==> src/rtl/wb_forward_tracker_pkg.sv <==
// Shared types for the EX/MEM/WB forwarding path: data widths and the
// packed in-flight write slot consumed by the ID-stage bypass mux.
package wb_forward_tracker_pkg;

    localparam int XLEN   = 32;
    localparam int REG_AW = 5;

    typedef struct packed {
        logic              valid;
        logic              is_load;
        logic [REG_AW-1:0] rd;
        logic [XLEN-1:0]   value;
    } slot_t;

    localparam slot_t SLOT_EMPTY = '{
        valid:   1'b0,
        is_load: 1'b0,
        rd:      {REG_AW{1'b0}},
        value:   {XLEN{1'b0}}
    };

    // True when the slot carries a live write whose rd matches the given source register.
    function automatic logic slot_matches(input slot_t s, input logic [REG_AW-1:0] rs);
        return s.valid & (s.rd == rs);
    endfunction

endpackage

==> src/rtl/wb_forward_tracker_if.sv <==
// Bundle of EX capture inputs, ID source registers, forwarding pairs and the
// register-file write port; master drives the pipeline side, slave is the tracker.
interface wb_forward_tracker_if;
    import wb_forward_tracker_pkg::*;

    logic              ex_valid;
    logic              ex_reg_write;
    logic              ex_is_load;
    logic [REG_AW-1:0] ex_rd;
    logic [XLEN-1:0]   ex_alu_result;
    logic              ex_flush;
    logic [XLEN-1:0]   mem_load_data;
    logic [REG_AW-1:0] id_rs1;
    logic [REG_AW-1:0] id_rs2;
    logic [REG_AW-1:0] fwd_rd_1;
    logic [XLEN-1:0]   fwd_val_1;
    logic [REG_AW-1:0] fwd_rd_2;
    logic [XLEN-1:0]   fwd_val_2;
    logic              load_use_stall;
    logic              rf_we;
    logic [REG_AW-1:0] rf_waddr;
    logic [XLEN-1:0]   rf_wdata;

    modport master (
        output ex_valid, ex_reg_write, ex_is_load, ex_rd, ex_alu_result, ex_flush,
        output mem_load_data, id_rs1, id_rs2,
        input  fwd_rd_1, fwd_val_1, fwd_rd_2, fwd_val_2, load_use_stall,
        input  rf_we, rf_waddr, rf_wdata
    );

    modport slave (
        input  ex_valid, ex_reg_write, ex_is_load, ex_rd, ex_alu_result, ex_flush,
        input  mem_load_data, id_rs1, id_rs2,
        output fwd_rd_1, fwd_val_1, fwd_rd_2, fwd_val_2, load_use_stall,
        output rf_we, rf_waddr, rf_wdata
    );

endinterface

==> src/rtl/wb_forward_tracker.sv <==
// Tracks the MEM and WB in-flight register writes, presents them as bypass
// pairs, flags load-use hazards and drives the register-file write port.
module wb_forward_tracker
    import wb_forward_tracker_pkg::*;
(
    input  logic                 clk,
    input  logic                 rst,
    wb_forward_tracker_if.slave  bus
);

    slot_t m_slot_r;
    slot_t w_slot_r;
    slot_t m_next_s;
    slot_t w_next_s;

    // Next-state of both slots: EX capture into M, M advancing into W with load data merged.
    always_comb begin
        m_next_s         = SLOT_EMPTY;
        m_next_s.valid   = bus.ex_valid & bus.ex_reg_write & ~bus.ex_flush
                           & (bus.ex_rd != {REG_AW{1'b0}});
        m_next_s.is_load = bus.ex_is_load;
        m_next_s.rd      = bus.ex_rd;
        m_next_s.value   = bus.ex_alu_result;

        w_next_s = m_slot_r;
        if (m_slot_r.is_load) begin
            w_next_s.value = bus.mem_load_data;
        end else begin
            w_next_s.value = m_slot_r.value;
        end
    end

    // Slot registers; reset discards both in-flight writes.
    always_ff @(posedge clk or posedge rst) begin
        if (rst) begin
            m_slot_r <= SLOT_EMPTY;
            w_slot_r <= SLOT_EMPTY;
        end else begin
            m_slot_r <= m_next_s;
            w_slot_r <= w_next_s;
        end
    end

    // Forwarding pairs, hazard flag and RF port; hidden slots read as x0 so they forward 0.
    always_comb begin
        bus.fwd_rd_1       = {REG_AW{1'b0}};
        bus.fwd_val_1      = {XLEN{1'b0}};
        bus.fwd_rd_2       = {REG_AW{1'b0}};
        bus.fwd_val_2      = {XLEN{1'b0}};
        bus.rf_we          = 1'b0;
        bus.rf_waddr       = {REG_AW{1'b0}};
        bus.rf_wdata       = {XLEN{1'b0}};
        bus.load_use_stall = m_slot_r.is_load
                             & (slot_matches(m_slot_r, bus.id_rs1)
                                | slot_matches(m_slot_r, bus.id_rs2));

        // A load in M has no data yet, so only ALU results are bypassed from M.
        if (m_slot_r.valid & ~m_slot_r.is_load) begin
            bus.fwd_rd_1  = m_slot_r.rd;
            bus.fwd_val_1 = m_slot_r.value;
        end else begin
            bus.fwd_rd_1  = {REG_AW{1'b0}};
            bus.fwd_val_1 = {XLEN{1'b0}};
        end

        if (w_slot_r.valid) begin
            bus.fwd_rd_2  = w_slot_r.rd;
            bus.fwd_val_2 = w_slot_r.value;
            bus.rf_we     = 1'b1;
            bus.rf_waddr  = w_slot_r.rd;
            bus.rf_wdata  = w_slot_r.value;
        end else begin
            bus.fwd_rd_2  = {REG_AW{1'b0}};
            bus.fwd_val_2 = {XLEN{1'b0}};
            bus.rf_we     = 1'b0;
            bus.rf_waddr  = {REG_AW{1'b0}};
            bus.rf_wdata  = {XLEN{1'b0}};
        end
    end

endmodule
==> src/flat_wrapper.sv <==
// flat-port wrapper written by rule: the top's interface ports become plain ports
module wb_forward_tracker_flat import wb_forward_tracker_pkg::*;
  (clk, rst, bus_ex_valid, bus_ex_reg_write, bus_ex_is_load, bus_ex_rd, bus_ex_alu_result, bus_ex_flush, bus_mem_load_data, bus_id_rs1, bus_id_rs2, bus_fwd_rd_1, bus_fwd_val_1, bus_fwd_rd_2, bus_fwd_val_2, bus_load_use_stall, bus_rf_we, bus_rf_waddr, bus_rf_wdata);
  wb_forward_tracker_if bus_i ();
  input  logic clk;
  input  logic rst;
  input wire logic [$bits(bus_i.ex_valid)-1:0] bus_ex_valid;
  input wire logic [$bits(bus_i.ex_reg_write)-1:0] bus_ex_reg_write;
  input wire logic [$bits(bus_i.ex_is_load)-1:0] bus_ex_is_load;
  input wire logic [$bits(bus_i.ex_rd)-1:0] bus_ex_rd;
  input wire logic [$bits(bus_i.ex_alu_result)-1:0] bus_ex_alu_result;
  input wire logic [$bits(bus_i.ex_flush)-1:0] bus_ex_flush;
  input wire logic [$bits(bus_i.mem_load_data)-1:0] bus_mem_load_data;
  input wire logic [$bits(bus_i.id_rs1)-1:0] bus_id_rs1;
  input wire logic [$bits(bus_i.id_rs2)-1:0] bus_id_rs2;
  output wire logic [$bits(bus_i.fwd_rd_1)-1:0] bus_fwd_rd_1;
  output wire logic [$bits(bus_i.fwd_val_1)-1:0] bus_fwd_val_1;
  output wire logic [$bits(bus_i.fwd_rd_2)-1:0] bus_fwd_rd_2;
  output wire logic [$bits(bus_i.fwd_val_2)-1:0] bus_fwd_val_2;
  output wire logic [$bits(bus_i.load_use_stall)-1:0] bus_load_use_stall;
  output wire logic [$bits(bus_i.rf_we)-1:0] bus_rf_we;
  output wire logic [$bits(bus_i.rf_waddr)-1:0] bus_rf_waddr;
  output wire logic [$bits(bus_i.rf_wdata)-1:0] bus_rf_wdata;
  assign bus_i.ex_valid = bus_ex_valid;
  assign bus_i.ex_reg_write = bus_ex_reg_write;
  assign bus_i.ex_is_load = bus_ex_is_load;
  assign bus_i.ex_rd = bus_ex_rd;
  assign bus_i.ex_alu_result = bus_ex_alu_result;
  assign bus_i.ex_flush = bus_ex_flush;
  assign bus_i.mem_load_data = bus_mem_load_data;
  assign bus_i.id_rs1 = bus_id_rs1;
  assign bus_i.id_rs2 = bus_id_rs2;
  assign bus_fwd_rd_1 = bus_i.fwd_rd_1;
  assign bus_fwd_val_1 = bus_i.fwd_val_1;
  assign bus_fwd_rd_2 = bus_i.fwd_rd_2;
  assign bus_fwd_val_2 = bus_i.fwd_val_2;
  assign bus_load_use_stall = bus_i.load_use_stall;
  assign bus_rf_we = bus_i.rf_we;
  assign bus_rf_waddr = bus_i.rf_waddr;
  assign bus_rf_wdata = bus_i.rf_wdata;
  wb_forward_tracker u_core (.clk(clk), .rst(rst), .bus(bus_i));
endmodule
==> config.mk <==
export PLATFORM = sky130hd
export DESIGN_NAME = wb_forward_tracker_flat
export DESIGN_NICKNAME = d
export VERILOG_FILES = /design/src/rtl/wb_forward_tracker_pkg.sv /design/src/rtl/wb_forward_tracker_if.sv /design/src/rtl/wb_forward_tracker.sv /design/src/flat_wrapper.sv
export SDC_FILE = /design/constraint.sdc
export NUM_CORES = 1
export LEC_CHECK = 0
export BUFFER_PORTS_ARGS = -buffer_cell sky130_fd_sc_hd__buf_2
export CAP_MARGIN = 15
export CORE_MARGIN = 4
export CORE_UTILIZATION = 40
export CTS_BUF_LIST = sky130_fd_sc_hd__clkbuf_4
export DETAILED_ROUTE_END_ITERATION = 8
export PLACE_DENSITY = 0.8
export SLEW_MARGIN = 20
export SYNTH_ARGS = -nofsm -noshare
export SYNTH_HDL_FRONTEND = slang
export SYNTH_SLANG_ARGS = --single-unit
==> constraint.sdc <==
create_clock -name clk -period 2.1 [get_ports clk]
set_input_delay 0.315 -clock clk [delete_from_list [all_inputs] [get_ports clk]]
set_output_delay 0.315 -clock clk [all_outputs]
set_load 0.02 [all_outputs]
=== Yosys cells after proc, flatten, opt, wreduce, memory -nomap -nowiden ===
Cells that the tools add are included.

* Flip-flop bits (word level): 77
* Output and inout port bits: 113
* Input bits: 85

* Reductions and logical operators: 1
* Multiplexer cells: 6
* Bitwise logic cells: 10
* Equality and inequality tests: 2

{| class="wikitable"
|+ Operators by type and width
! operator !! number
|-
| 2-to-1 mux 32 bit || 3
|-
| equality test 5 bit || 2
|-
| 2-to-1 mux 5 bit || 2
|-
| bitwise AND 1 bit || 7
|-
| nonzero test 5 bit || 1
|-
| inverter 1 bit || 2
|-
| 2-to-1 mux 1 bit || 1
|-
| bitwise OR 1 bit || 1
|}

=== Logic depth before layout (Yosys ltp) ===
* Depth after elaboration: 4
* Mapped depth: 5
* Mapped depth without buffers: 3

=== Worst setup path after synthesis ===
No wires, ideal clock.

* Path kind: register -> output
* Start: register u_core.w_slot_r[38] in the netlist's numbering
* End: output bus_rf_wdata[10]
* Arrival time: 1.203 ns
* Cell stages (with the launch flop): 4
* Path buffers: 2
* Slack: 0.582 ns
* Cells stage by stage: dfrtp_1 clkbuf_1 and2_1 buf_4

* Word-level cells in the longest chain between the ends: 1

{| class="wikitable"
|+ RTL lines
! what !! line !! text
|-
| from (decl) || wb_forward_tracker.sv:12 || <nowiki>slot_t w_slot_r;</nowiki>
|-
| from (signal assigned) || wb_forward_tracker.sv:40 || <nowiki>w_slot_r <= w_next_s;</nowiki>
|-
| 2-to-1 mux 32 bit || -- ||
|-
| to (decl) || flat_wrapper.sv:23 || <nowiki>output wire logic [$bits(bus_i.rf_wdata)-1:0] bus_rf_wdata;</nowiki>
|}

No other way between the ends.

=== Worst setup path after layout ===
* Start: register u_core.m_slot_r[37] in the netlist's numbering
* End: output bus_load_use_stall

* Word-level cells in the longest chain between the ends: 1

{| class="wikitable"
|+ RTL lines
! what !! line !! text
|-
| from (decl) || wb_forward_tracker.sv:11 || <nowiki>slot_t m_slot_r;</nowiki>
|-
| from (signal assigned) || wb_forward_tracker.sv:39 || <nowiki>m_slot_r <= m_next_s;</nowiki>
|-
| bitwise AND 1 bit || wb_forward_tracker.sv:54 || <nowiki>& (slot_matches(m_slot_r, bus.id_rs1)</nowiki>
|-
| to (decl) || flat_wrapper.sv:20 || <nowiki>output wire logic [$bits(bus_i.load_use_stall)-1:0] bus_load_use_stall;</nowiki>
|}

No other way between the ends.

==> flow_summary.yaml <==
run_status:
  status: "finished clean"
synth:
  ys_seq_area_frac: 0.588
  synth_cell_types: 16
  synthesis.area_um2: 3280
  ys_seq_elements: 77
  synth_nets: 337
  avgSynthCellArea_um2: 13.0
  yosys_warnings: 0
  netlist_instances: 252
worst_setup_path:
  crit_type: "reg2out"
  crit_path_end_kind: "primary output"
  reg2reg_slack_ns: 0.83
  critPathRequiredTime_ns: 1.78
  worstPathCellList: "buf_8, nand3_1, o22ai_1, buf_2"
  timing.rr.end: "u_core.w_slot_r[8]$_DFF_PP0_"
  slowest_delay_ns: 0.48
  arrival_ns: 1.63
  path_max_fanout: 34
  crit_path_top_delay_cell: "dfrtp_2"
  cp-start-kind: "register"
  r2r-start: "u_core.m_slot_r[37]$_DFF_PP0_"
  ff2ff_path_depth: 2
min_path:
  whs_path_depth: 2
  hold_class: "in2reg"
  whs_endpoint: "u_core.m_slot_r[38]$_DFF_PP0_"
  hold_start: "bus_ex_flush"
clock_network:
  htreeDepth: 3
  clk_path_buf_depth: 2
  clock-root-buffer: "clkbuf_4"
  cts_made_buffers: 9
  clk_latency_ns: 0.40
  clkTransAtPathRegs_ns: 0.12
  cts_tree: "done"
  cts.sinks: 77
global_routing:
  grt_pass1_wl_um: 12700
  grt_pass1_vias: 2721
  antenna_found_initial: 0
  grt_util_all_layers: 0.165
  overflow: 0
  grt_max_degree: 78
floorplanning:
  std_cell_rows: 32
  start_util: 0.418
  core_um2: 7850
  die_height_um: 98.5
  dieWidth_um: 98.5
  dieArea_um2: 9710
  ios: 198
pwr:
  powerDensity_nw_per_um2: 649
  p_leak_nw: 2.52
  peakVddDrop_v: 0.000409
  p_total_w: 0.00311
finish:
  nFillCells: 628
  diodes: 0
  drive_gt1_frac: 0.547
  multi_input_area_um2: 987
  layout.nets: 543
  instances_no_fill: 563
  stdcell_area_um2: 4790
  syn2layout_area_growth_pct: 46.1
  register_area_um2: 1930
place:
  dpl_cell_area_um2: 4060
  placed_cells: 507
  place.gp.congestion: 0.783
  post-dp-hpwl_um: 5710
  io_buffers: 197
timing:
  rsz0062_at_grt: "no"
  fmax_mhz: 515
  min_period_ns: 1.94
  slew_headroom: 0.744
  finalSetupViolCount: 0
  fin_tns_setup_ns: 0
  timing.hold.ws_ns: 0.0635
  finalClockSkew_ns: 0.0178
  worst_slew_pin_slew_ns: 0.384
  finalHoldViolations: 0
  post-route-period-util: 0.925
  slew_viol_final: 0
routing:
  wl_um: 8350
  drtPass1Iterations: 4
  vias: 2492
  viasPerCell: 4.43
  initialDrtViolationCount: 24
  drc: 0
  post_drt_wl_per_cell_um: 14.8
  ant_nets: 0
job:
  maxCapViolations: 0
## layout by cell type, fill, tap and decap left out, drive strengths merged
master | synthesis | routed
clkbuf | 3 | 9
nand4 | 2 | 2
nor2b | 1 | 2
o22ai | 1 | 1
mux2 | 32 | 32
dfrtp | 77 | 77
and2 | 74 | 74
nor2 | 1 | 1
dlygate4sd3 | 0 | 39
bufinv | 0 | 3
nor3 | 1 | 1
nand2 | 1 | 1
clkinv | 0 | 1
nand3 | 2 | 2
or4 | 1 | 1
buf | 45 | 203
clkinvlp | 0 | 2
xnor2 | 10 | 10
## cell families after synthesis
family	after synthesis	share of synthesized area
AND/OR/NAND/NOR	83	0.157
flip-flops	77	0.588
buffers and inverters	49	0.117
multiplexers	32	0.110
XOR/XNOR	10	0.0267
AO/OA/AOI/OAI	1	0.00191
## per-stage QoR
stage | utilization | worst slack, ns
final | 0.610 | 0.158
after global routing | 0.610 | 0.0209
after CTS | 0.595 | -0.0900
after detailed placement | 0.518 | 0.375
after global placement | 0.517 | 0.0536
after floorplan | - | 0.582
## cell usage after synthesis
cell | number | area [µm²]
o22ai_1 | 1 | 6.26
nor2_1 | 1 | 3.75
nand2_1 | 1 | 3.75
mux2_2 | 32 | 360
inv_1 | 1 | 3.75
nor2b_2 | 1 | 8.76
or4_1 | 1 | 7.51
nor3_1 | 1 | 5.00
nand3_1 | 2 | 10.0
buf_4 | 37 | 278
clkbuf_1 | 3 | 11.3
nand4_1 | 2 | 12.5
dfrtp_1 | 77 | 1930
buf_6 | 8 | 90.1
xnor2_1 | 10 | 87.6
and2_1 | 74 | 463
## routing by layer
metal	up-vias	GRT usage	share of wire
met1	1167	0.170	0.37
met2	122	0.312	0.54
li1	1187	-	-
met4	0	0.0651	0.020
met3	16	0.0460	0.077
met5	-	0	0
## worst max-delay path by stage
stage                                       start                  to  slack [ns]
floorplan           u_core.w_slot_r[38]$_DFF_PP0_    bus_rf_wdata[10]        0.58
global placement    u_core.m_slot_r[38]$_DFF_PP0_   bus_fwd_val_1[14]        0.05
detailed placement  u_core.m_slot_r[38]$_DFF_PP0_   bus_fwd_val_1[23]        0.37
CTS                 u_core.m_slot_r[38]$_DFF_PP0_   bus_fwd_val_1[23]       -0.09
global route        u_core.m_slot_r[37]$_DFF_PP0_  bus_load_use_stall        0.02
finish              u_core.m_slot_r[37]$_DFF_PP0_  bus_load_use_stall        0.16
## flip-flops by register name, summed over array words and instances (netlist names)
signal / cells
u_core.w_slot_r: 38
u_core.m_slot_r: 39
## timing repair
action / CTS / global route
cloned: 0 / 1
buffers inserted: 0 / 2
hold endpoints to repair: 44 / 6
setup endpoints to repair: 38 / 38
hold buffers: 33 / 6
gates resized for setup: 35 / 5
pin swaps: 23 / 0
## layout make-up
cell class	instances	share of cell area
clock buffers	9	0.0141
clock inverters	5	0.0212
inverters	1	0.00157
multi-input cells	127	0.206
repair buffers	242	0.328
well taps	102	0.0267
flip-flops and latches	77	0.403
## worst max-delay path, delay by kind of cell, from the launching register on
family / cells / cell delay (ns)
buffers and inverters: 2 / 0.47
and+or+nand+nor: 1 / 0.11
AOI/OAI and AO/OA: 1 / 0.16
DFF: 1 / 0.48
## power by group
part	leakage (nW)	internal [W]	switching (W)
Sequential	0.900	0.00157	0.0000371
Combinational	1.54	0.000230	0.000211
Clock	0.0855	0.000587	0.000470
No activity file was read; power rests on OpenSTA's default activity.
